File: src/rtl/perf_stats_collector.sv
// Run-statistics accumulator fed by the cycle/idle performance counter.
// Two-stage sample pipeline plus an atomic snapshot register set read out over valid/ready.
module perf_stats_collector #(
    parameter int COUNT_W = 32,
    parameter int DATA_W  = 64
) (
    input  logic               clk,
    input  logic               rst,
    input  logic               sample_valid,
    input  logic [DATA_W-1:0]  sample_cycles,
    input  logic [DATA_W-1:0]  sample_idle,
    input  logic               clear,
    input  logic               snap_req,
    output logic               snap_valid,
    input  logic               snap_ready,
    output logic [COUNT_W-1:0] snap_runs,
    output logic [DATA_W-1:0]  snap_sum_cycles,
    output logic [DATA_W-1:0]  snap_sum_idle,
    output logic [DATA_W-1:0]  snap_min_cycles,
    output logic [DATA_W-1:0]  snap_max_cycles,
    output logic [DATA_W-1:0]  snap_last_cycles,
    output logic               snap_overflow
);

    localparam logic [0:0] ST_IDLE = 1'b0;
    localparam logic [0:0] ST_HOLD = 1'b1;

    localparam logic [DATA_W-1:0]  DATA_MAX  = '1;
    localparam logic [COUNT_W-1:0] COUNT_MAX = '1;

    // Stage 1: registered sample
    logic              s1_valid_reg;
    logic [DATA_W-1:0] s1_cycles_reg;
    logic [DATA_W-1:0] s1_idle_reg;

    // Stage 2: accumulators
    logic [COUNT_W-1:0]          runs_reg;
    logic [COUNT_W-1:0]          runs_next;
    logic                        runs_sat;
    logic [1:0][DATA_W-1:0]      sum_reg;
    logic [1:0][DATA_W-1:0]      sum_next;
    logic [1:0]                  sum_sat;
    logic [DATA_W-1:0]           min_reg;
    logic [DATA_W-1:0]           max_reg;
    logic [DATA_W-1:0]           last_reg;
    logic                        overflow_reg;

    // Snapshot registers
    logic [0:0]         state_reg;
    logic [COUNT_W-1:0] snap_runs_reg;
    logic [DATA_W-1:0]  snap_sum_cycles_reg;
    logic [DATA_W-1:0]  snap_sum_idle_reg;
    logic [DATA_W-1:0]  snap_min_reg;
    logic [DATA_W-1:0]  snap_max_reg;
    logic [DATA_W-1:0]  snap_last_reg;
    logic               snap_overflow_reg;

    assign runs_sat  = (runs_reg == COUNT_MAX);
    assign runs_next = runs_sat ? runs_reg : runs_reg + COUNT_W'(1);

    // Index 0 accumulates cycles, index 1 accumulates idle cycles; both clamp on carry-out.
    generate
        for (genvar gi = 0; gi < 2; gi++) begin : g_sum
            logic [DATA_W-1:0] addend;
            logic [DATA_W:0]   wide;
            assign addend       = (gi == 0) ? s1_cycles_reg : s1_idle_reg;
            assign wide         = {1'b0, sum_reg[gi]} + {1'b0, addend};
            assign sum_sat[gi]  = wide[DATA_W];
            assign sum_next[gi] = wide[DATA_W] ? DATA_MAX : wide[DATA_W-1:0];
        end
    endgenerate

    always_ff @(posedge clk) begin
        if (rst || clear) begin
            s1_valid_reg  <= 1'b0;
            s1_cycles_reg <= '0;
            s1_idle_reg   <= '0;
            runs_reg      <= '0;
            sum_reg       <= '0;
            min_reg       <= DATA_MAX;
            max_reg       <= '0;
            last_reg      <= '0;
            overflow_reg  <= 1'b0;
        end else begin
            s1_valid_reg  <= sample_valid;
            s1_cycles_reg <= sample_cycles;
            s1_idle_reg   <= sample_idle;
            if (s1_valid_reg) begin
                runs_reg <= runs_next;
                sum_reg  <= sum_next;
                min_reg  <= (s1_cycles_reg < min_reg) ? s1_cycles_reg : min_reg;
                max_reg  <= (s1_cycles_reg > max_reg) ? s1_cycles_reg : max_reg;
                last_reg <= s1_cycles_reg;
                if (runs_sat || (|sum_sat)) begin
                    overflow_reg <= 1'b1;
                end
            end
        end
    end

    // Snapshot captures pre-update accumulator values; clear never touches a held snapshot.
    always_ff @(posedge clk) begin
        if (rst) begin
            state_reg           <= ST_IDLE;
            snap_runs_reg       <= '0;
            snap_sum_cycles_reg <= '0;
            snap_sum_idle_reg   <= '0;
            snap_min_reg        <= '0;
            snap_max_reg        <= '0;
            snap_last_reg       <= '0;
            snap_overflow_reg   <= 1'b0;
        end else begin
            case (state_reg)
                ST_IDLE: begin
                    if (snap_req) begin
                        state_reg           <= ST_HOLD;
                        snap_runs_reg       <= runs_reg;
                        snap_sum_cycles_reg <= sum_reg[0];
                        snap_sum_idle_reg   <= sum_reg[1];
                        snap_min_reg        <= (runs_reg == '0) ? '0 : min_reg;
                        snap_max_reg        <= (runs_reg == '0) ? '0 : max_reg;
                        snap_last_reg       <= last_reg;
                        snap_overflow_reg   <= overflow_reg;
                    end
                end
                ST_HOLD: begin
                    if (snap_ready) begin
                        state_reg <= ST_IDLE;
                    end
                end
                default: state_reg <= ST_IDLE;
            endcase
        end
    end

    assign snap_valid       = (state_reg == ST_HOLD);
    assign snap_runs        = snap_runs_reg;
    assign snap_sum_cycles  = snap_sum_cycles_reg;
    assign snap_sum_idle    = snap_sum_idle_reg;
    assign snap_min_cycles  = snap_min_reg;
    assign snap_max_cycles  = snap_max_reg;
    assign snap_last_cycles = snap_last_reg;
    assign snap_overflow    = snap_overflow_reg;

endmodule

File: config.mk
export PLATFORM = sky130hd
export DESIGN_NAME = perf_stats_collector
export DESIGN_NICKNAME = d
export VERILOG_FILES = /design/src/rtl/perf_stats_collector.sv
export SDC_FILE = /design/constraint.sdc
export NUM_CORES = 2
export LEC_CHECK = 0
export ABC_AREA = 1
export BUFFER_PORTS_ARGS = -buffer_cell sky130_fd_sc_hd__clkbuf_2
export CAP_MARGIN = 0
export CORE_MARGIN = 5
export CORE_UTILIZATION = 59
export DETAILED_ROUTE_END_ITERATION = 8
export PLACE_DENSITY = 0.88
export SETUP_SLACK_MARGIN = 0.05
export SLEW_MARGIN = 20
export SYNTH_ARGS = -nofsm -noshare
export SYNTH_HDL_FRONTEND = slang
export SYNTH_SLANG_ARGS = --single-unit
File: constraint.sdc
create_clock -name clk -period 5.7 [get_ports clk]
set_input_delay 0.57 -clock clk [delete_from_list [all_inputs] [get_ports clk]]
set_output_delay 0.57 -clock clk [all_outputs]
set_load 0.02 [all_outputs]
Yosys cells after proc, flatten, opt, wreduce, memory -nomap -nowiden

Cells that the tools add are included.
W data, S select, Z words.

Output and inout port bits: 354
Logic and storage cells: 42
Input bits: 134
Bits in registers: 836

Add/subtract/negate cells: 3
Reduce and logical (&&, ||, !) cells: 9
$lt $le $gt $ge: 2
Equality and inequality tests: 1
Bitwise logic cells: 2
Mux-type cells: 7

Operators by type and width:

| cell                    | count |
|---|---|
| $mux W64                | 4 |
| $add A64 B64 Y65        | 2 |
| $gt A64 B64 Y1          | 1 |
| $lt A64 B64 Y1          | 1 |
| $add A32 B1 Y32 const B | 1 |
| $eq A32 B32 Y1 const B  | 1 |
| $logic_not A32 Y1       | 1 |
| $reduce_and A2 Y1       | 5 |
| $logic_or A1 B1 Y1      | 2 |
| $mux W1                 | 2 |
| $not A1 Y1              | 2 |
| $pmux W1 S2             | 1 |
| $reduce_or A2 Y1        | 1 |

Depth between registers and ports, before layout

Depth in word-level cells: 4
Depth in mapped cells: 19

Least setup slack after synthesis

OpenSTA, ideal clock, no wires.

Kind: register to register
From: reg sum_reg[64] in the netlist's numbering
To: reg sum_reg[112] in the netlist's numbering
Period minus slack after synthesis: 2.228 ns
Path slack: 3.472 ns
Arrival time: 2.103 ns
Buffers on the path: 2
Cell stages (with the launch flop): 17
Cells stage by stage: dfxtp_1 -> ha_1 -> fa_1 -> nand3_1 -> nand2_1 -> nand2_1 -> nand2_1 -> nand2_1 -> nand2_2 -> nand2_1 -> nand2_2 -> nand2_1 -> nand2_2 -> nor2_4 -> buf_6 -> buf_8 -> a31oi_2

Word-level cells in the longest chain between the ends: 2

RTL lines:

| element                | RTL line | source |
|---|---|---|
| from (decl)            | 40       | `logic [1:0][DATA_W-1:0] sum_reg;` |
| from (signal assigned) | 90       | `sum_reg <= sum_next;` |
| $add A64 B64 Y65       | 67       | `assign wide = {1'b0, sum_reg[gi]} + {1'b0, addend};` |
| $mux W64               | 69       | `assign sum_next[gi] = wide[DATA_W] ? DATA_MAX : wide[DATA_W-1:0];` |

No other way between the ends.
A chain may end at the register's enable or synchronous reset.

Worst setup path after layout

From: reg max_reg[31]
To: reg max_reg[49]

Word-level cells in the longest chain between the ends: 2

RTL lines:

| element                            | RTL line | source |
|---|---|---|
| from (decl)                        | 44       | `logic [DATA_W-1:0] max_reg;` |
| from (signal assigned)             | 92       | `max_reg <= (s1_cycles_reg > max_reg) ? s1_cycles_reg : max_reg;` |
| $gt A64 B64 Y1                     | 92       |  |
| $reduce_and A2 Y1 (no source line) | --       |  |

No other way between the ends.

==> flow_metrics.env <==
export IMPL_rows=99
export IMPL_min_period_ns=3.50
export IMPL_numPortBuffers=487
export IMPL_antenna_found_initial=0
export IMPL_final_cell_mix="nand2_1 (1314), nor2_1 (1014), inv_1 (881), dfxtp_1 (835), o21ai_0 (605)"
export IMPL_drt_iter0_drc=4471
export IMPL_dieHeight_um=280
export IMPL_grt_usage=0.340
export IMPL_wirelength_um=140000
export IMPL_final_hold_violation_count=0
export IMPL_synth_seq_area_share=0.388
export IMPL_clk_pin_slew_ns=0.07
export IMPL_cts_hold_buf=0
export IMPL_cts_htree_levels=3
export IMPL_vias=43200
export IMPL_synth_area_leaders="dfxtp_1 (39%), nand2_1 (11%), nor2_1 (8.9%), inv_1 (7.7%), ha_1 (7.5%)"
export IMPL_cts_tree="built"
export IMPL_stdcell_count=7738
export IMPL_min_path_cells=3
export IMPL_pwr_density_cell_mw_per_mm2=282
export IMPL_antenna_left=0
export IMPL_synth_top_area_share=0.388
export IMPL_finalSetupViolCount=0
export IMPL_cp_max_fo=53
export IMPL_yosys_warnings=0
export IMPL_worst_path_largest_cell_delay_ns=0.53
export IMPL_cp_startpoint="max_reg[31]"
export IMPL_diodes=0
export IMPL_area_growth_pct=13.3
export IMPL_first_global_vias=40900
export IMPL_viasPerCell=5.59
export IMPL_synthDistinctLibCells=46
export IMPL_cp_start_kind="flip-flop"
export IMPL_post_cts_setup_buffers=0
export IMPL_irDropWorstVdd_mv=0.238
export IMPL_required_ns=6.26
export IMPL_endpoint_kind="flip-flop"
export IMPL_placed_cells=7584
export IMPL_fin_skew_ns=0.0621
export IMPL_cts_resized=0
export IMPL_clk_latency_ns=0.67
export IMPL_core_area_mm2=0.0727
export IMPL_syn_num_nets=6792
export IMPL_drive_above_1_share=0.107
export IMPL_slowest_stage="buf_4"
export IMPL_cts_made_buffers=84
export IMPL_syn_area_per_cell_um2=6.74
export IMPL_grt_ovfl_total=0
export IMPL_r2r_worst_path_cells=14
export IMPL_worstMarginPinSlew_ns=1.27
export IMPL_yosysTopAreaCell="dfxtp_1"
export IMPL_die_w_um=280
export IMPL_mostFrequentLayoutCell="nand2_1"
export IMPL_io_pins=488
export IMPL_fmaxAchievable_mhz=286
export IMPL_grt_pass1_wl_um=219000
export IMPL_holdWs_ns=0.103
export IMPL_syn_inst=6399
export IMPL_hp_start="sample_cycles[57]"
export IMPL_drv_cap=0
export IMPL_cts_sinks=836
export IMPL_grt_max_degree=271
export IMPL_gr_usage_met3=0.0534
export IMPL_r2r_end="max_reg[49]"
export IMPL_avgRoutedWirePerCell_um=18.1
export IMPL_busiest_layer="met2"
export IMPL_r2r_start="max_reg[31]"
export IMPL_maxSlewHeadroom=0.151
export IMPL_synth_seq_cells=836
export IMPL_rsz0062_at_grt="no"
export IMPL_grtUsageMet1=0.433
export IMPL_period_share=0.613
export IMPL_clk_path_buf_depth=3
export IMPL_start_util=0.593
export IMPL_root_buffer="clkbuf_16"
export IMPL_crit_arrival_ns=4.05
export IMPL_die_area_mm2=0.0786
export IMPL_crit_type="flip-flop to flip-flop"
export IMPL_drc=0
export IMPL_tns_ns=0
export IMPL_outcome="finished clean"
export IMPL_fin_nets=7105
export IMPL_synthesis_area_mm2=0.0431
export IMPL_rrSetupSlack_ns=2.20
export IMPL_min_to="g_sum[0].addend[57]"
export IMPL_drt_first_pass_iters=8
export IMPL_place_congestion=1.00
export IMPL_utilization=0.671
export IMPL_finalMaxSlewViolations=0
export IMPL_cp_cell_sequence="inv_1, ha_1, nand2_1, nor3_1, nand2_1, nor3_1, nand2_1, nand2_1, nand2_1, nand2_4, buf_4, nand3_1, nand2_1, nor2_1"
export IMPL_dp_hpwl_um=102000
export IMPL_leakagePower_nw=24.3
export IMPL_critical_path_most_common_cell="nand2_1"
export IMPL_hp_class="input pin to flip-flop"
export IMPL_met2_usage=0.566
## cell usage after synthesis, drive strengths merged
| cell | n |
|---|---|
| o211ai | 2 |
| o21ai | 616 |
| a21o | 5 |
| a31oi | 7 |
| nand2 | 1328 |
| nand3b | 4 |
| xnor2 | 48 |
| ha | 257 |
| buf | 82 |
| fa | 2 |
| o21a | 3 |
| nor3b | 4 |
| inv | 892 |
| nor2b | 1 |
| nor4 | 11 |
| nand4 | 92 |
| nand3 | 254 |
| a21oi | 598 |
| and3 | 1 |
| a21boi | 1 |
| clkinv | 2 |
| or2 | 2 |
| xor2 | 43 |
| nor3 | 55 |
| o21bai | 28 |
| dfxtp | 836 |
| nor2 | 1026 |
| clkbuf | 199 |
## layout make-up
type	instances	area [um2]
multi-input combinational	4388	21900
tap	959	1200
timing repair buffer	508	2700
clock buffer	110	2380
fill	6209	23900
inverter	894	3370
clock inverter	43	562
sequential	836	16700
## cell families (layout without fill, tap and decap cells)
kind of cell               Yosys count  count (layout)  synth area share
AOI/OAI and AO/OA                 1260            1260             0.151
DFF                                836             836             0.388
and+or+nand+nor                   2778            2778             0.261
buffers and inverters             1175            1555             0.105
xor gates and xnor gates            91              91            0.0185
adders and majority gates          259             259            0.0755
## report_power, final
part | internal, mW | switching (mW) | total [mW] | leakage [nW]
combinational | 0.483 | 1.14 | 1.63 | 16.0
sequential | 6.11 | 0.196 | 6.31 | 6.84
clock | 3.36 | 2.48 | 5.84 | 1.43
total | 9.95 | 3.82 | 13.8 | 24.3
## worst max-delay path by stage
stage,to,slack (ns),cells after the start
after floorplan,sum_reg[112],3.47,16
after global placement,max_reg[56],2.54,14
after detailed placement,max_reg[49],2.34,14
after CTS,max_reg[49],2.31,14
after global routing,max_reg[49],2.02,14
final,max_reg[49],2.20,14
## critical path: cells and delay by family (launching register included)
kind	cells	cell delay, ns
fa+ha+maj	1	0.29
buf+inv	2	0.59
flops	1	0.38
simple gates	11	2.10
## layer usage
metal | vias to the layer above | part of all wire
met5 | - | 0
met4 | 0 | 0.053
met3 | 368 | 0.077
met2 | 1941 | 0.47
met1 | 19900 | 0.40
li1 | 21000 | -
## through the flow
stage,setup WS (ns),area [um2],power [mW]
2_1_floorplan,3.47,43100,7.45
3_3_place_gp,2.54,45900,7.97
3_5_place_dp,2.34,45900,8.01
4_1_cts,2.31,48800,13.8
5_1_grt,2.02,48800,14.3
6_report,2.20,48800,13.8
No activity file was read; power rests on OpenSTA's default activity.
